**src/rtl/multicycle_control.sv**
```systemverilog
// multicycle_control: multicycle FSM sequencing ALU, unified memory and register file for the MIPS subset.
// Optional MULTICYCLE_RETIRE_CNT_EN adds a retired-instruction counter output.
module multicycle_control #(
  parameter int STATE_W = 4,
  parameter int RA_REG  = 31
) (
  input  logic       clk,
  input  logic       rst_n,
  input  logic [5:0] opcode,
  input  logic [5:0] funct,
  input  logic       zero,
  input  logic       mem_ready,
  output logic       pc_write,
  output logic       ir_write,
  output logic       iord,
  output logic       mem_read,
  output logic       mem_write,
  output logic       reg_write,
  output logic [1:0] reg_dst,
  output logic [1:0] mem_to_reg,
  output logic       alu_src_a,
  output logic [1:0] alu_src_b,
  output logic [2:0] alu_op,
  output logic       ext_zero,
  output logic [1:0] pc_src,
  output logic       illegal
`ifdef MULTICYCLE_RETIRE_CNT_EN
  ,output logic [31:0] retired
`endif
);
  typedef enum logic [STATE_W-1:0] {
    FETCH = 0, DECODE = 1, MEM_ADDR = 2, MEM_RD = 3, MEM_WB = 4, MEM_WR = 5,
    EXEC_R = 6, WB_R = 7, EXEC_I = 8, WB_I = 9, BRANCH = 10, JUMP = 11,
    JAL = 12, JR = 13, ILLEGAL = 14
  } state_e;
  localparam logic [5:0] OP_R = 6'h00, OP_J = 6'h02, OP_JAL = 6'h03, OP_BEQ = 6'h04;
  localparam logic [5:0] OP_BNE = 6'h05, OP_ADDI = 6'h08, OP_XORI = 6'h0e;
  localparam logic [5:0] OP_LW = 6'h23, OP_SW = 6'h2b;
  localparam logic [5:0] F_ADD = 6'h20, F_SUB = 6'h22, F_SLT = 6'h2a, F_JR = 6'h08;
  if (RA_REG != 31) begin : g_ra_chk
    $error("multicycle_control: datapath link register decode assumes r31");
  end
  state_e state_q, state_d, dec_d;
  logic   r_op, is_xori;
  assign r_op    = opcode == OP_R;
  assign is_xori = opcode == OP_XORI;
  assign dec_d = (opcode == OP_LW || opcode == OP_SW) ? MEM_ADDR :
                 (r_op && (funct == F_ADD || funct == F_SUB || funct == F_SLT)) ? EXEC_R :
                 (r_op && funct == F_JR) ? JR :
                 (opcode == OP_J) ? JUMP :
                 (opcode == OP_JAL) ? JAL :
                 (opcode == OP_BEQ || opcode == OP_BNE) ? BRANCH :
                 (opcode == OP_ADDI || is_xori) ? EXEC_I : ILLEGAL;
  always_comb begin
    state_d = FETCH;
    case (state_q)
      FETCH:    state_d = mem_ready ? DECODE : FETCH;
      DECODE:   state_d = dec_d;
      MEM_ADDR: state_d = (opcode == OP_SW) ? MEM_WR : MEM_RD;
      MEM_RD:   state_d = mem_ready ? MEM_WB : MEM_RD;
      MEM_WR:   state_d = mem_ready ? FETCH : MEM_WR;
      EXEC_R:   state_d = WB_R;
      EXEC_I:   state_d = WB_I;
      ILLEGAL:  state_d = ILLEGAL;
      default:  state_d = FETCH;
    endcase
  end
  always_ff @(posedge clk or negedge rst_n)
    if (!rst_n) state_q <= FETCH;
    else        state_q <= state_d;
  // Decode is gated by rst_n so requests drop the instant reset asserts.
  always_comb begin
    pc_write   = 1'b0;
    ir_write   = 1'b0;
    iord       = 1'b0;
    mem_read   = 1'b0;
    mem_write  = 1'b0;
    reg_write  = 1'b0;
    reg_dst    = 2'd0;
    mem_to_reg = 2'd0;
    alu_src_a  = 1'b0;
    alu_src_b  = 2'd0;
    alu_op     = 3'd0;
    ext_zero   = 1'b0;
    pc_src     = 2'd0;
    illegal    = 1'b0;
    if (rst_n)
      case (state_q)
        FETCH: begin
          mem_read  = 1'b1;
          alu_src_b = 2'd1;
          ir_write  = mem_ready;
          pc_write  = mem_ready;
        end
        DECODE:   alu_src_b = 2'd3;
        MEM_ADDR: begin
          alu_src_a = 1'b1;
          alu_src_b = 2'd2;
        end
        MEM_RD: begin
          mem_read = 1'b1;
          iord     = 1'b1;
        end
        MEM_WB: begin
          reg_write  = 1'b1;
          mem_to_reg = 2'd1;
        end
        MEM_WR: begin
          mem_write = 1'b1;
          iord      = 1'b1;
        end
        EXEC_R: begin
          alu_src_a = 1'b1;
          alu_op    = (funct == F_SUB) ? 3'd1 : (funct == F_SLT) ? 3'd3 : 3'd0;
        end
        WB_R: begin
          reg_write = 1'b1;
          reg_dst   = 2'd1;
        end
        EXEC_I: begin
          alu_src_a = 1'b1;
          alu_src_b = 2'd2;
          ext_zero  = is_xori;
          alu_op    = is_xori ? 3'd2 : 3'd0;
        end
        WB_I:     reg_write = 1'b1;
        BRANCH: begin
          alu_src_a = 1'b1;
          alu_op    = 3'd1;
          pc_src    = 2'd1;
          pc_write  = (opcode == OP_BEQ && zero) || (opcode == OP_BNE && !zero);
        end
        JUMP: begin
          pc_src   = 2'd2;
          pc_write = 1'b1;
        end
        JAL: begin
          pc_src     = 2'd2;
          pc_write   = 1'b1;
          reg_write  = 1'b1;
          reg_dst    = 2'd2;
          mem_to_reg = 2'd2;
        end
        JR: begin
          pc_src   = 2'd3;
          pc_write = 1'b1;
        end
        ILLEGAL:  illegal = 1'b1;
        default:  ;
      endcase
  end
`ifdef MULTICYCLE_RETIRE_CNT_EN
  logic [31:0] retired_q;
  logic        final_st;
  assign final_st = state_q inside {MEM_WB, MEM_WR, WB_R, WB_I, BRANCH, JUMP, JAL, JR};
  always_ff @(posedge clk or negedge rst_n)
    if (!rst_n)                              retired_q <= '0;
    else if (final_st && state_d == FETCH) retired_q <= retired_q + 32'd1;
  assign retired = retired_q;
`endif
endmodule

```
**config.mk**
```make
export PLATFORM = sky130hd
export DESIGN_NAME = multicycle_control
export DESIGN_NICKNAME = d
export VERILOG_FILES = /design/src/rtl/multicycle_control.sv
export SDC_FILE = /design/constraint.sdc
export NUM_CORES = 1
export LEC_CHECK = 0
export ABC_AREA = 0
export CELL_PAD_IN_SITES_DETAIL_PLACEMENT = 0
export CELL_PAD_IN_SITES_GLOBAL_PLACEMENT = 2
export CORE_ASPECT_RATIO = 0.7
export CORE_MARGIN = 8
export CORE_UTILIZATION = 21
export DETAILED_ROUTE_END_ITERATION = 10
export PLACE_DENSITY = 0.86
export SLEW_MARGIN = 40
export SYNTH_ARGS = -nofsm -noshare
export SYNTH_HDL_FRONTEND = slang
export SYNTH_SLANG_ARGS = --single-unit
```
**constraint.sdc**
```tcl
create_clock -name clk -period 1.7 [get_ports clk]
set_input_delay 0.255 -clock clk [delete_from_list [all_inputs] [get_ports clk]]
set_output_delay 0.255 -clock clk [all_outputs]
set_load 0.02 [all_outputs]
```
* Word-level counts from Yosys, hierarchy flattened
Cells that the tools add are included.
** Storage, ports and cells
- Input bits :: 16
- Bits in registers :: 4
** Cells by class
- Eq/ne operators :: 26
- Muxes and demuxes :: 43
- Reductions and logical operators :: 20
** Operators by type and width (number)
- 4-bit one-hot mux with 8 select lines :: 1
- 6-bit equality test (second input constant) :: 5
- 4-bit equality test (second input constant) :: 7
- 3-bit 2-to-1 mux :: 8
- 6-bit by 4-bit equality test with 1-bit output (second input constant) :: 3
- 1-bit 2-to-1 mux :: 18
- 2-bit one-hot mux with 3 select lines :: 3
- 4-bit by 3-bit equality test with 1-bit output (second input constant) :: 4
- 2-bit 2-to-1 mux :: 8
- 6-bit by 2-bit equality test with 1-bit output (second input constant) :: 2
- 6-bit by 3-bit equality test with 1-bit output (second input constant) :: 2
- 4-bit by 2-bit equality test with 1-bit output (second input constant) :: 2
- 4-bit 2-to-1 mux :: 2
- 2-bit one-hot mux with 2 select lines :: 2
- 2-bit OR reduction :: 4
- 4-bit OR reduction :: 2
- 6-bit logical NOT :: 1
- 1-bit logical OR :: 6
- 4-bit by 1-bit equality test with 1-bit output (second input constant) :: 1
- 1-bit logical AND :: 4
- 4-bit logical NOT :: 1
- 1-bit one-hot mux with 3 select lines :: 1
- 3-bit OR reduction :: 1
- 1-bit logical NOT :: 1

* Logic depth before layout (Yosys ltp)
- Depth after elaboration :: 10
- Depth in mapped cells :: 6
- Gate-level depth less buffers :: 4

* Worst setup path before layout
Ideal clock, no wire load.
- Path kind :: register to output
- Start point :: register state_q[0]
- End point :: output alu_src_b[1]
- Slack :: -0.037 ns
- Data required time :: 1.445 ns
- Stages on the path, launching flop included :: 5
- Buffers on the path :: 2
- Data arrival time :: 1.482 ns
- Path through :: dfrtp_1 > buf_2 > or2_1 > clkbuf_1 > a2111oi_2
** Between the ends
- Word-level cells in the longest chain between the ends :: 4
- Elaborated cells between the ends (all ways) :: 7
- Those cells by class :: eq/ne (3); mux (2); reduce/logical (2)
** RTL lines
- from (decl) :: line 43 : state_e state_q, state_d, dec_d;
- from (signal assigned) :: line 70 : else state_q <= state_d;
- 4-bit equality test or 4-bit by 2-bit equality test with 1-bit output (tied branches) :: line 88 : case (state_q)
- 2-bit OR reduction (no line)
- 2-bit one-hot mux with 3 select lines * :: line 88
- 2-bit 2-to-1 mux * :: line 87 : if (rst_n)
- to (decl) :: line 22 : output logic [1:0] alu_src_b,
Every way passes the cells marked *; elsewhere a longest branch is shown, timed or not.

* Final worst setup path
- Start point :: register state_q[1]
- End point :: output alu_op[1]
** Between the ends
- Word-level cells in the longest chain between the ends :: 3
- Elaborated cells between the ends (all ways) :: 5
- Those cells by class :: eq/ne (3); mux (2)
** RTL lines
- 4-bit equality test or 4-bit by 3-bit equality test with 1-bit output (tied branches) :: line 88
- 2-bit one-hot mux with 3 select lines * :: line 88
- 2-bit 2-to-1 mux * :: line 87
- to (decl) :: line 23 : output logic [2:0] alu_op,
Marks and branches as above.

==> results.cfg <==
[power]
p_leak_uw = 0.0007910
peakVddDrop_mv = 0.6501
power_density_mw_per_mm2 = 1363
fin_total_pwr_uw = 2560

[global_routing]
grt_start_max_net_pins = 12
grt_pass1_wl_um = 6272
grt_pass1_vias = 1267
gr-usage-all-layers = 0.1250
gr-total-overflow = 0
antenna_found_initial = 0

[yosys]
synth_nets = 131
synth_edf_count = 0
ys.flop_type = dfrtp_1
synth_cells = 115
ys.warnings.count = 0
syn_area_um2 = 802.0
ys_ff_latch = 4
ys_seq_area_frac = 0.1248
synth.avg_cell_area_um2 = 6.974
async_reset_ff_frac = 1.000
ys_types = 43

[detailed_routing]
ant_nets = 0
wl_per_cell_um = 15.16
via_count = 1186
drt_iter0_markers = 100
drc = 0
viasPerCell = 4.763
dr.pass1.iters = 6
postRouteWirelength_um = 3774

[setup_path]
setup.worst_path.start_class = flop
crit_slowest_cell = dfrtp_2
worstPathArrival_ps = 1710
path_depth = 5
crit_path_cell_trace = nor2b_1 > nand4_1 > or2_1 > a211oi_4 > buf_6
cp_max_fo = 5
worstSetupPathType = reg2out
reg2regPathDepth = 9
required_ps = 1440
cpPeakStageDelay_ps = 430
cp_num_buf_inv = 1
endpoint_kind = primary output
cpLargestDelayFamily = simple AND/OR/NAND/NOR gates
r2r_end = state_q[0]
rrSetupSlack_ps = -20
regToRegStartpoint = state_q[2]

[cells_and_area]
antenna_cells = 0
nFillCells = 337
final_area_mm2 = 0.001878
final_common_cell = buf_4
finalNetCount = 217
area_delta_synth_final_pct = 134.2
largest_register_ffs = 4
reg.largest.list = state_q (4)
regMostFlops = state_q
drive_above_1_share = 0.6332
final_cell_mix = buf_4, buf_6, nor2_1, clkdlybuf4s50_1, nand2_1

[place]
place_ws_ps = -1039
dp_hpwl_um = 2824
port_buffers = 34
dpl_cell_area_mm2 = 0.001496
gp_congestion = 0.8455

[timing]
hold_viol = 0
drv_slew = 0
fmax_ghz = 0.5097
rsz0062_at_grt = yes
setup_slack_ps = -262.0
period_share = 1.154
finalSetupViolations = 15
min_period_ps = 1962
finClkSkew_ps = 4.059

[floorplan]
die_area_mm2 = 0.006084
rows = 18
io_pins = 36
start_util = 0.2240
die_w_um = 89.87
core-area_mm2 = 0.003581
die_h_um = 67.71

[clock_tree]
clk_path_buf_depth = 2
cts_buffers = 3
clkLatencyLatePin_ps = 220
clk_pin_slew_ps = 30
cts-root-buf = clkbuf_8
cts.sink_count = 4
cts_tree = built
htreeDepth = 1

[outcome]
status = finished with violations
violations = setup timing

[flow_run]
maxCapViolCount = 0

[worst_hold_path]
hold_path_class = in2async
## layout make-up
| cell class | instances | area (µm²) | share of cell area |
|---|---|---|---|
| clock buffer | 3 | 41.29 | 0.02199 |
| inverter | 4 | 15.01 | 0.007995 |
| multi-input combinational | 97 | 859.6 | 0.4577 |
| sequential | 4 | 103.9 | 0.05530 |
| tap | 50 | 62.56 | 0.03331 |
| timing repair buffer | 91 | 795.8 | 0.4237 |
## per-layer routing
metal / track usage / part of all wire / vias up
li1: - / - / 587
met1: 0.1583 / 0.48 / 568
met2: 0.2121 / 0.47 / 29
met3: 0.02769 / 0.041 / 2
met4: 0.03505 / 0.0048 / 0
met5: 0 / 0 / -
## through the flow
step	TNS (ps)	cells	hold slack, ps	utilization
2_1_floorplan	0	115	-40.59	-
3_3_place_gp	-8828	232	698.3	0.4179
3_5_place_dp	-9248	232	696.3	0.4179
4_1_cts	-1403	248	195.4	0.4836
5_1_grt	-2749	249	216.8	0.5245
6_report	-1483	249	196.6	0.5245
## worst max path at each step
stage,end,from,slack [ps]
global placement,alu_op[1],funct[0],-900
global route,alu_op[1],state_q[2],-340
detailed placement,alu_op[1],funct[0],-1040
floorplan,alu_op[1],state_q[2],3
CTS,alu_op[1],state_q[2],-320
finish,alu_op[1],state_q[1],-260
## cell families (layout without fill, tap and decap cells)
kind of cell	after synthesis	in the layout	synth area share
and+or+nand+nor	67	67	0.4868
AOI/OAI and AO/OA	25	25	0.2558
buffers and inverters	14	98	0.08267
DFF	4	4	0.1248
xor gates and xnor gates	3	3	0.03277
other	1	1	0.004676
muxes	1	1	0.01248
## synth_stat cells, drive strengths merged (3+ instances only)
library cell / instances / area share
xnor2: 3 / 0.033
nor2: 18 / 0.087
o21ai: 4 / 0.025
nand2b: 6 / 0.047
buf: 8 / 0.053
a21oi: 5 / 0.031
nor4b: 4 / 0.059
nor3: 4 / 0.025
nor2b: 8 / 0.062
a211oi: 3 / 0.034
dfrtp: 4 / 0.12
inv: 4 / 0.019
nand2: 10 / 0.047
nand3: 4 / 0.025
## power breakdown
part | leakage, µW | total (µW) | switching (µW) | internal, µW
logic | 0.000723 | 2120 | 989 | 1130
registers | 0.0000468 | 235 | 88.7 | 146
clock network | 0.0000216 | 207 | 55.1 | 151
total | 0.000791 | 2560 | 1130 | 1430
## worst register-to-register path, cell delays in order, from the launching register on
cell      delay (ps)
dfrtp_1          400
buf_4            150
buf_8            130
buf_12           120
nor2_4            90
buf_6            110
buf_4            100
o211ai_1          80
a41o_1           270
o221ai_2         180
## repair_timing
item	4_1_cts	5_1_grt
pin swaps	13	12
resized for setup	145	42
hold buffers	0	0
setup buffers	13	4
setup endpoints to repair	19	22
Note: power is estimated with default switching activity, not from simulation.
